==> src/rtl/lc3b_types.sv <==
// Shared LC-3b bus types, plus the memory arbiter's FSM state and grant-id types.
package lc3b_types;

    typedef logic [15:0] lc3b_word;
    typedef logic [1:0]  lc3b_mem_wmask;

    typedef enum logic [1:0] {
        StIdle,
        StInstBusy,
        StDataBusy,
        StDone
    } arb_state_t;

    typedef enum logic {
        GrantInst,
        GrantData
    } arb_grant_t;

endpackage

==> src/rtl/mem_arbiter.sv <==
// Two-port (instruction/data) arbiter in front of a single physical memory port.
// One transaction at a time. Contention is resolved in favour of the port that
// was not granted last. A DONE bubble follows every completion.
module mem_arbiter
    import lc3b_types::*;
#(
    parameter bit INST_FIRST = 1'b1
) (
    input  logic          clk,
    input  logic          rst_n,

    input  logic          inst_mem_read,
    input  logic          inst_mem_write,
    input  lc3b_mem_wmask inst_mem_byte_enable,
    input  lc3b_word      inst_mem_addr,
    input  lc3b_word      inst_mem_wdata,
    output lc3b_word      inst_mem_rdata,
    output logic          inst_mem_resp,

    input  logic          data_mem_read,
    input  logic          data_mem_write,
    input  lc3b_mem_wmask data_mem_byte_enable,
    input  lc3b_word      data_mem_addr,
    input  lc3b_word      data_mem_wdata,
    output lc3b_word      data_mem_rdata,
    output logic          data_mem_resp,

    output logic          pmem_read,
    output logic          pmem_write,
    output lc3b_mem_wmask pmem_wmask,
    output lc3b_word      pmem_address,
    output lc3b_word      pmem_wdata,
    input  lc3b_word      pmem_rdata,
    input  logic          pmem_resp
);

    // Reset value makes the first contended grant go to the preferred port.
    localparam arb_grant_t ResetGrant = arb_grant_t'(INST_FIRST ? GrantData : GrantInst);

    arb_state_t    state_q, state_d;
    arb_grant_t    last_grant_q, last_grant_d;
    lc3b_word      req_addr_q, req_addr_d;
    lc3b_word      req_wdata_q, req_wdata_d;
    lc3b_mem_wmask req_wmask_q, req_wmask_d;
    logic          req_write_q, req_write_d;
    lc3b_word      inst_rdata_q, data_rdata_q;

    logic inst_pending, data_pending;
    logic grant_inst, grant_data;
    logic busy;

    assign inst_pending = inst_mem_read | inst_mem_write;
    assign data_pending = data_mem_read | data_mem_write;

    // Arbitration, payload latching on grant, and FSM next state.
    always_comb begin
        state_d      = state_q;
        last_grant_d = last_grant_q;
        req_addr_d   = req_addr_q;
        req_wdata_d  = req_wdata_q;
        req_wmask_d  = req_wmask_q;
        req_write_d  = req_write_q;
        grant_inst   = 1'b0;
        grant_data   = 1'b0;

        unique case (state_q)
            StIdle: begin
                if (inst_pending && data_pending) begin
                    grant_inst = (last_grant_q == GrantData);
                    grant_data = (last_grant_q == GrantInst);
                end else begin
                    grant_inst = inst_pending;
                    grant_data = data_pending;
                end

                // Read+write together is treated as a write.
                if (grant_inst) begin
                    state_d      = StInstBusy;
                    last_grant_d = GrantInst;
                    req_addr_d   = inst_mem_addr;
                    req_wdata_d  = inst_mem_wdata;
                    req_wmask_d  = inst_mem_byte_enable;
                    req_write_d  = inst_mem_write;
                end else if (grant_data) begin
                    state_d      = StDataBusy;
                    last_grant_d = GrantData;
                    req_addr_d   = data_mem_addr;
                    req_wdata_d  = data_mem_wdata;
                    req_wmask_d  = data_mem_byte_enable;
                    req_write_d  = data_mem_write;
                end
            end
            StInstBusy, StDataBusy: begin
                if (pmem_resp) begin
                    state_d = StDone;
                end
            end
            StDone: begin
                // Bubble so the client can drop its strobe before re-arbitration.
                state_d = StIdle;
            end
            default: begin
                state_d = StIdle;
            end
        endcase
    end

    // State, grant history, latched request and per-port read-data capture.
    always_ff @(posedge clk or negedge rst_n) begin
        if (!rst_n) begin
            state_q      <= StIdle;
            last_grant_q <= ResetGrant;
            req_addr_q   <= '0;
            req_wdata_q  <= '0;
            req_wmask_q  <= '0;
            req_write_q  <= 1'b0;
            inst_rdata_q <= '0;
            data_rdata_q <= '0;
        end else begin
            state_q      <= state_d;
            last_grant_q <= last_grant_d;
            req_addr_q   <= req_addr_d;
            req_wdata_q  <= req_wdata_d;
            req_wmask_q  <= req_wmask_d;
            req_write_q  <= req_write_d;
            if (inst_mem_resp) begin
                inst_rdata_q <= pmem_rdata;
            end
            if (data_mem_resp) begin
                data_rdata_q <= pmem_rdata;
            end
        end
    end

    // Physical-port strobes come only from the latched request; responses pass straight through.
    assign busy           = (state_q == StInstBusy) || (state_q == StDataBusy);
    assign pmem_read      = busy & ~req_write_q;
    assign pmem_write     = busy & req_write_q;
    assign pmem_address   = req_addr_q;
    assign pmem_wdata     = req_wdata_q;
    assign pmem_wmask     = req_wmask_q;

    assign inst_mem_resp  = (state_q == StInstBusy) & pmem_resp;
    assign data_mem_resp  = (state_q == StDataBusy) & pmem_resp;
    assign inst_mem_rdata = inst_mem_resp ? pmem_rdata : inst_rdata_q;
    assign data_mem_rdata = data_mem_resp ? pmem_rdata : data_rdata_q;

endmodule
==> config.mk <==
export PLATFORM = sky130hd
export DESIGN_NAME = mem_arbiter
export DESIGN_NICKNAME = d
export VERILOG_FILES = /design/src/rtl/lc3b_types.sv /design/src/rtl/mem_arbiter.sv
export SDC_FILE = /design/constraint.sdc
export NUM_CORES = 1
export LEC_CHECK = 0
export ABC_AREA = 1
export CAP_MARGIN = 20
export CORE_MARGIN = 10
export CORE_UTILIZATION = 41
export DETAILED_ROUTE_END_ITERATION = 10
export PLACE_DENSITY = 0.82
export SETUP_SLACK_MARGIN = 0.15
export SLEW_MARGIN = 30
export SYNTH_ARGS = -nofsm -noshare
export SYNTH_HDL_FRONTEND = slang
export SYNTH_SLANG_ARGS = --single-unit
==> constraint.sdc <==
create_clock -name clk -period 1.5 [get_ports clk]
set_input_delay 0.15 -clock clk [delete_from_list [all_inputs] [get_ports clk]]
set_output_delay 0.15 -clock clk [all_outputs]
set_load 0.03 [all_outputs]
Word-level counts from Yosys, hierarchy flattened
Cells that the tools add are included.
{"block": "totals", "ff_bits": 70, "elab_cells": 48, "inputBits": 91}
{"block": "op_classes", "mux": 20, "n_reduce_logical": 7, "bitwise": 8, "eq_ne": 5}
{"op": "two-way mux 16 bit", "count": 6}
{"op": "two-way mux 2 bit", "count": 5}
{"op": "two-way mux 1 bit", "count": 8}
{"op": "case mux 2 bit (3 select lines)", "count": 1}
{"op": "AND 1 bit", "count": 4}
{"op": "equality test 2 bit, second input constant", "count": 2}
{"op": "AND reduction 2 bit", "count": 2}
{"op": "inequality test 3 bit, second input constant", "count": 1}
{"op": "equality test 2 x 1 -> 1 bit, second input constant", "count": 1}
{"op": "logical NOT 2 bit", "count": 1}
{"op": "inequality test 2 bit, second input constant", "count": 1}
{"op": "NOT 1 bit", "count": 2}
{"op": "bitwise OR 1 bit", "count": 2}
{"op": "nonzero test 2 bit", "count": 1}
{"op": "OR reduction 2 bit", "count": 1}
{"op": "logical AND 1 bit", "count": 1}
{"op": "logical OR 1 bit", "count": 1}

Depth between registers and ports, before layout
{"block": "logic_depth", "depth_word": 7, "ltp_mapped": 8, "ltp_nobuf": 8}

Worst setup path after synthesis
OpenSTA, ideal clock, no wires.
{"block": "synth_path", "path_kind": "register to register", "from": "reg state_q[0]", "to": "reg data_rdata_q[0]", "setup_slack_ns": -0.339, "t_required_ns": 1.293, "arrival_time_ns": 1.633, "n_path_buf": 1, "synth_period_minus_slack_ns": 1.839, "path_stages_with_launch": 6, "path_cell_list": "dfrtp_1 -> inv_1 -> ha_1 -> nand2_1 -> clkbuf_1 -> o21ai_0"}
{"block": "synth_between", "elab_chain_len": 3}
{"item": "start: declaration", "line": "mem_arbiter.sv:40", "text": "arb_state_t state_q, state_d;"}
{"item": "start signal: assignment", "line": "mem_arbiter.sv:111", "text": "state_q <= StIdle;"}
{"item": "start signal: assignment", "line": "mem_arbiter.sv:120", "text": "state_q <= state_d;"}
{"item": "equality test 2 bit", "line": "mem_arbiter.sv:144", "text": "assign data_mem_resp = (state_q == StDataBusy) & pmem_resp;"}
{"item": "AND 1 bit", "line": "mem_arbiter.sv:144"}
{"item": "two-way mux 16 bit"}
{"item": "named net data_mem_rdata[0]", "line": "mem_arbiter.sv:25", "text": "output lc3b_word data_mem_rdata,"}
{"item": "end signal: assignment", "line": "mem_arbiter.sv:130", "text": "data_rdata_q <= pmem_rdata;"}
{"item": "end: declaration", "line": "mem_arbiter.sv:46", "text": "lc3b_word inst_rdata_q, data_rdata_q;"}
The timed path passes the listed nets, and every way through them passes these cells.
A chain may end at the register's enable or synchronous reset.

Worst setup path in the final report
{"block": "layout_path", "from": "reg state_q[0]", "to": "out data_mem_rdata[10]"}
{"block": "layout_between", "elab_chain_len": 3}
{"item": "equality test 2 bit", "line": "mem_arbiter.sv:144"}
{"item": "AND 1 bit", "line": "mem_arbiter.sv:144"}
{"item": "two-way mux 16 bit"}
{"item": "end: declaration", "line": "mem_arbiter.sv:25"}
No other way between the ends.

==> run metrics <==
status finished with violations; failing checks setup timing; Final WS setup -0.316 ns; post-synth top area share about half; final critical-path required period 1.82 ns; num rows 33; RSZ-0062 raised after global routing true; CP Capture Type output pin; DIE HEIGHT 111 um; Yosys top cell by area dfrtp_1; endpoints failing hold 0; CTS Buf Count 9; synthesized flop and latch total 70; Max Clk Rate 551 MHz; number of clock sinks 70; GR Util All Layers 19.9%; fin nets around 700; Placer Congestion 0.823; worst-path maximum fanout 5; Gate power share between 60% and 70%; commonest non-fill, non-tap cell in the layout nand2_1; Die ar. roughly 12000 um2; Seq/Total Area, Yosys 51.7%; largest net degree at the start of global routing 71; internal power contribution 7.90 mW; Core ar. 8130 um2; DRT Pass-1 Iters 4; syn avg cell area 8.10 um2; via/cell ratio 5.04; total grt overflow 0; VDD IR max 2.08 mV; via count 3636; Flop pwr share ~22%; Max Slew Vio Count 0; ANT nets after route 0; Total Wirelength roughly 14000 um; worst-skew pair later-pin latency 0.34 ns; Port Buffers between 150 and 200; Die X 111 um; pin slew with the least headroom to its limit around 0.4 ns; Starting Density 41.7%; DRT iter0 DRCs 178; # H-tree levels 3; WHS 0.371 ns; Cell Chain, Critical Path inv_2 -> ha_4 -> nand2_8 -> clkbuf_16 -> o21ai_4 -> buf_6; pre-CTS WS -0.0786 ns; DRC Markers 0; clock buffer depth 2; Wirelength per Cell approximately 20 um; worst-path cell with the longest stage delay dfrtp_2; Req. time, crit path 1.35 ns; Yosys warnings 0; clock root buffer clkbuf_8; first-pass GRT wire length approximately 20000 um; WS Path Type reg2out; HP Class in2async; Cell variety after synth 19; crit-path max cell delay 0.45 ns; sw frac 46.8%; Reg clk slew, reported paths 0.08 ns; P_sw 6.94 mW; syn nets 514; clock network power share 12.0%; placed wire-length estimate 8480 um; Layout area overhead 90.3%; Slew Limit Headroom 72.7%; share of layout cells above drive strength 1 around 30%; skew final 0.00975 ns; Final Setup Violations 38; Tcrit/Tclk final 121%; arrival time worst endpoint 1.67 ns; Synth area leaders dfrtp_1, nand2_1, nand3b_1, inv_1, nand3_1; num ports 161; startpoint types register; PwrDens 2300 nW/um2; area of the mapped netlist 3390 um2; Mapped Cells 419; most frequent cells in the layout nand2_1, clkdlybuf4s50_1, dfrtp_1; CTS tree yes; initial antenna violation count 0; vias in the first global route 3679; n_diodes 0; Max Cap Viol 0; Lkg Pwr 3.18 nW
power groups by stage:
| stage | Clock, mW | Sequential, mW | Combinational [mW] |
|---|---|---|---|
| floorplan | 0 | 4.09 | 4.02 |
| global placement | 0 | 3.21 | 7.66 |
| detailed placement | 0 | 3.23 | 7.84 |
| CTS | 1.81 | 3.23 | 8.52 |
| global route | 1.88 | 3.40 | 10.3 |
| finish | 1.78 | 3.31 | 9.74 |
area by class of cell:
cell class | count | area [um2]
Clock inverter | 4 | 77.6
Sequential cell | 70 | 1760
Clock buffer | 12 | 155
Timing Repair Buffer | 199 | 2160
Timing Repair inverter | 3 | 38.8
Tap cell | 105 | 131
Multi-Input combinational cell | 270 | 1890
Fill cell | 506 | 1680
Inverter | 59 | 241
critical path, delay by kind of cell (launching register included):
family | cells | cell delay (ns)
buf+inv | 3 | 0.46
flops | 1 | 0.45
fa+ha+maj | 1 | 0.17
compound gates | 1 | 0.15
simple gates | 1 | 0.09
per-layer routing:
| layer | vias up | GRT usage (%) | part of all wire [%] |
|---|---|---|---|
| li1 | 1692 | - | - |
| met1 | 1768 | 23.4 | 38 |
| met2 | 144 | 33.9 | 52 |
| met3 | 32 | 4.65 | 6.1 |
| met4 | 0 | 8.42 | 3.7 |
| met5 | - | 0 | 0 |
final timing paths:
kind | cells after the start | endpoint | startpoint | slack (ns)
worst max-delay path | 6 | data_mem_rdata[10] | state_q[0] | -0.32
worst min-delay path | 3 | pmem_wdata[13] | rst_n | 0.37
worst max register to register | 9 | state_q[0] | state_q[0] | -0.17
worst min register to register | 2 | pmem_address[5] | pmem_address[5] | 0.48
max in group asynchronous | 3 | last_grant_q | rst_n | 0.79
min in group clk | 5 | pmem_wdata[9] | data_mem_wdata[9] | 0.43
metrics by stage:
stage          instances  util [%]  power [mW]  TNS (ns)  cell area (um2)
2_1_floorplan        419         -        8.11         0             3720
3_5_place_dp         685      66.6        11.1    -0.756             5420
6_report             722      79.4        14.8     -9.96             6450
4_1_cts              707      73.5        13.6     -9.73             5980
3_3_place_gp         685      66.6        10.9  -0.00177             5420
5_1_grt              722      79.4        15.6    -12.18             6450
repair_timing:
item,in CTS,in global routing
hold buffers,1,0
gates cloned,3,11
hold endpoints to repair,69,0
pin swaps,2,9
resized for setup,114,52
buffers inserted,2,4
endpoints found under the setup margin,111,77
state kept, by name, summed over array words and instances (netlist names):
name / cells
pmem_address: 16
data_rdata_q: 16
state_q: 2
inst_rdata_q: 16
req_write_q: 1
pmem_wmask: 2
last_grant_q: 1
pmem_wdata: 16
cells by family (layout without fill, tap and decap cells):
kind of cell	after synthesis	after routing	share of synthesized area [%]
AND/OR/NAND/NOR	231	232	31.0
buffers and inverters	80	277	10.5
flip-flops	70	70	51.7
AO/OA/AOI/OAI	34	34	5.35
adder cells (fa/ha/maj)	4	4	1.48
synth_stat cells (all sizes together):
library cell  instances
buf                  13
clkbuf                8
dfrtp                69
dfstp                 1
ha                    4
inv                  59
nand2               155
nand3                36
nand3b               34
nor2                  5
o21ai                34
or2                   1
No activity file was read; power rests on OpenSTA's default activity.
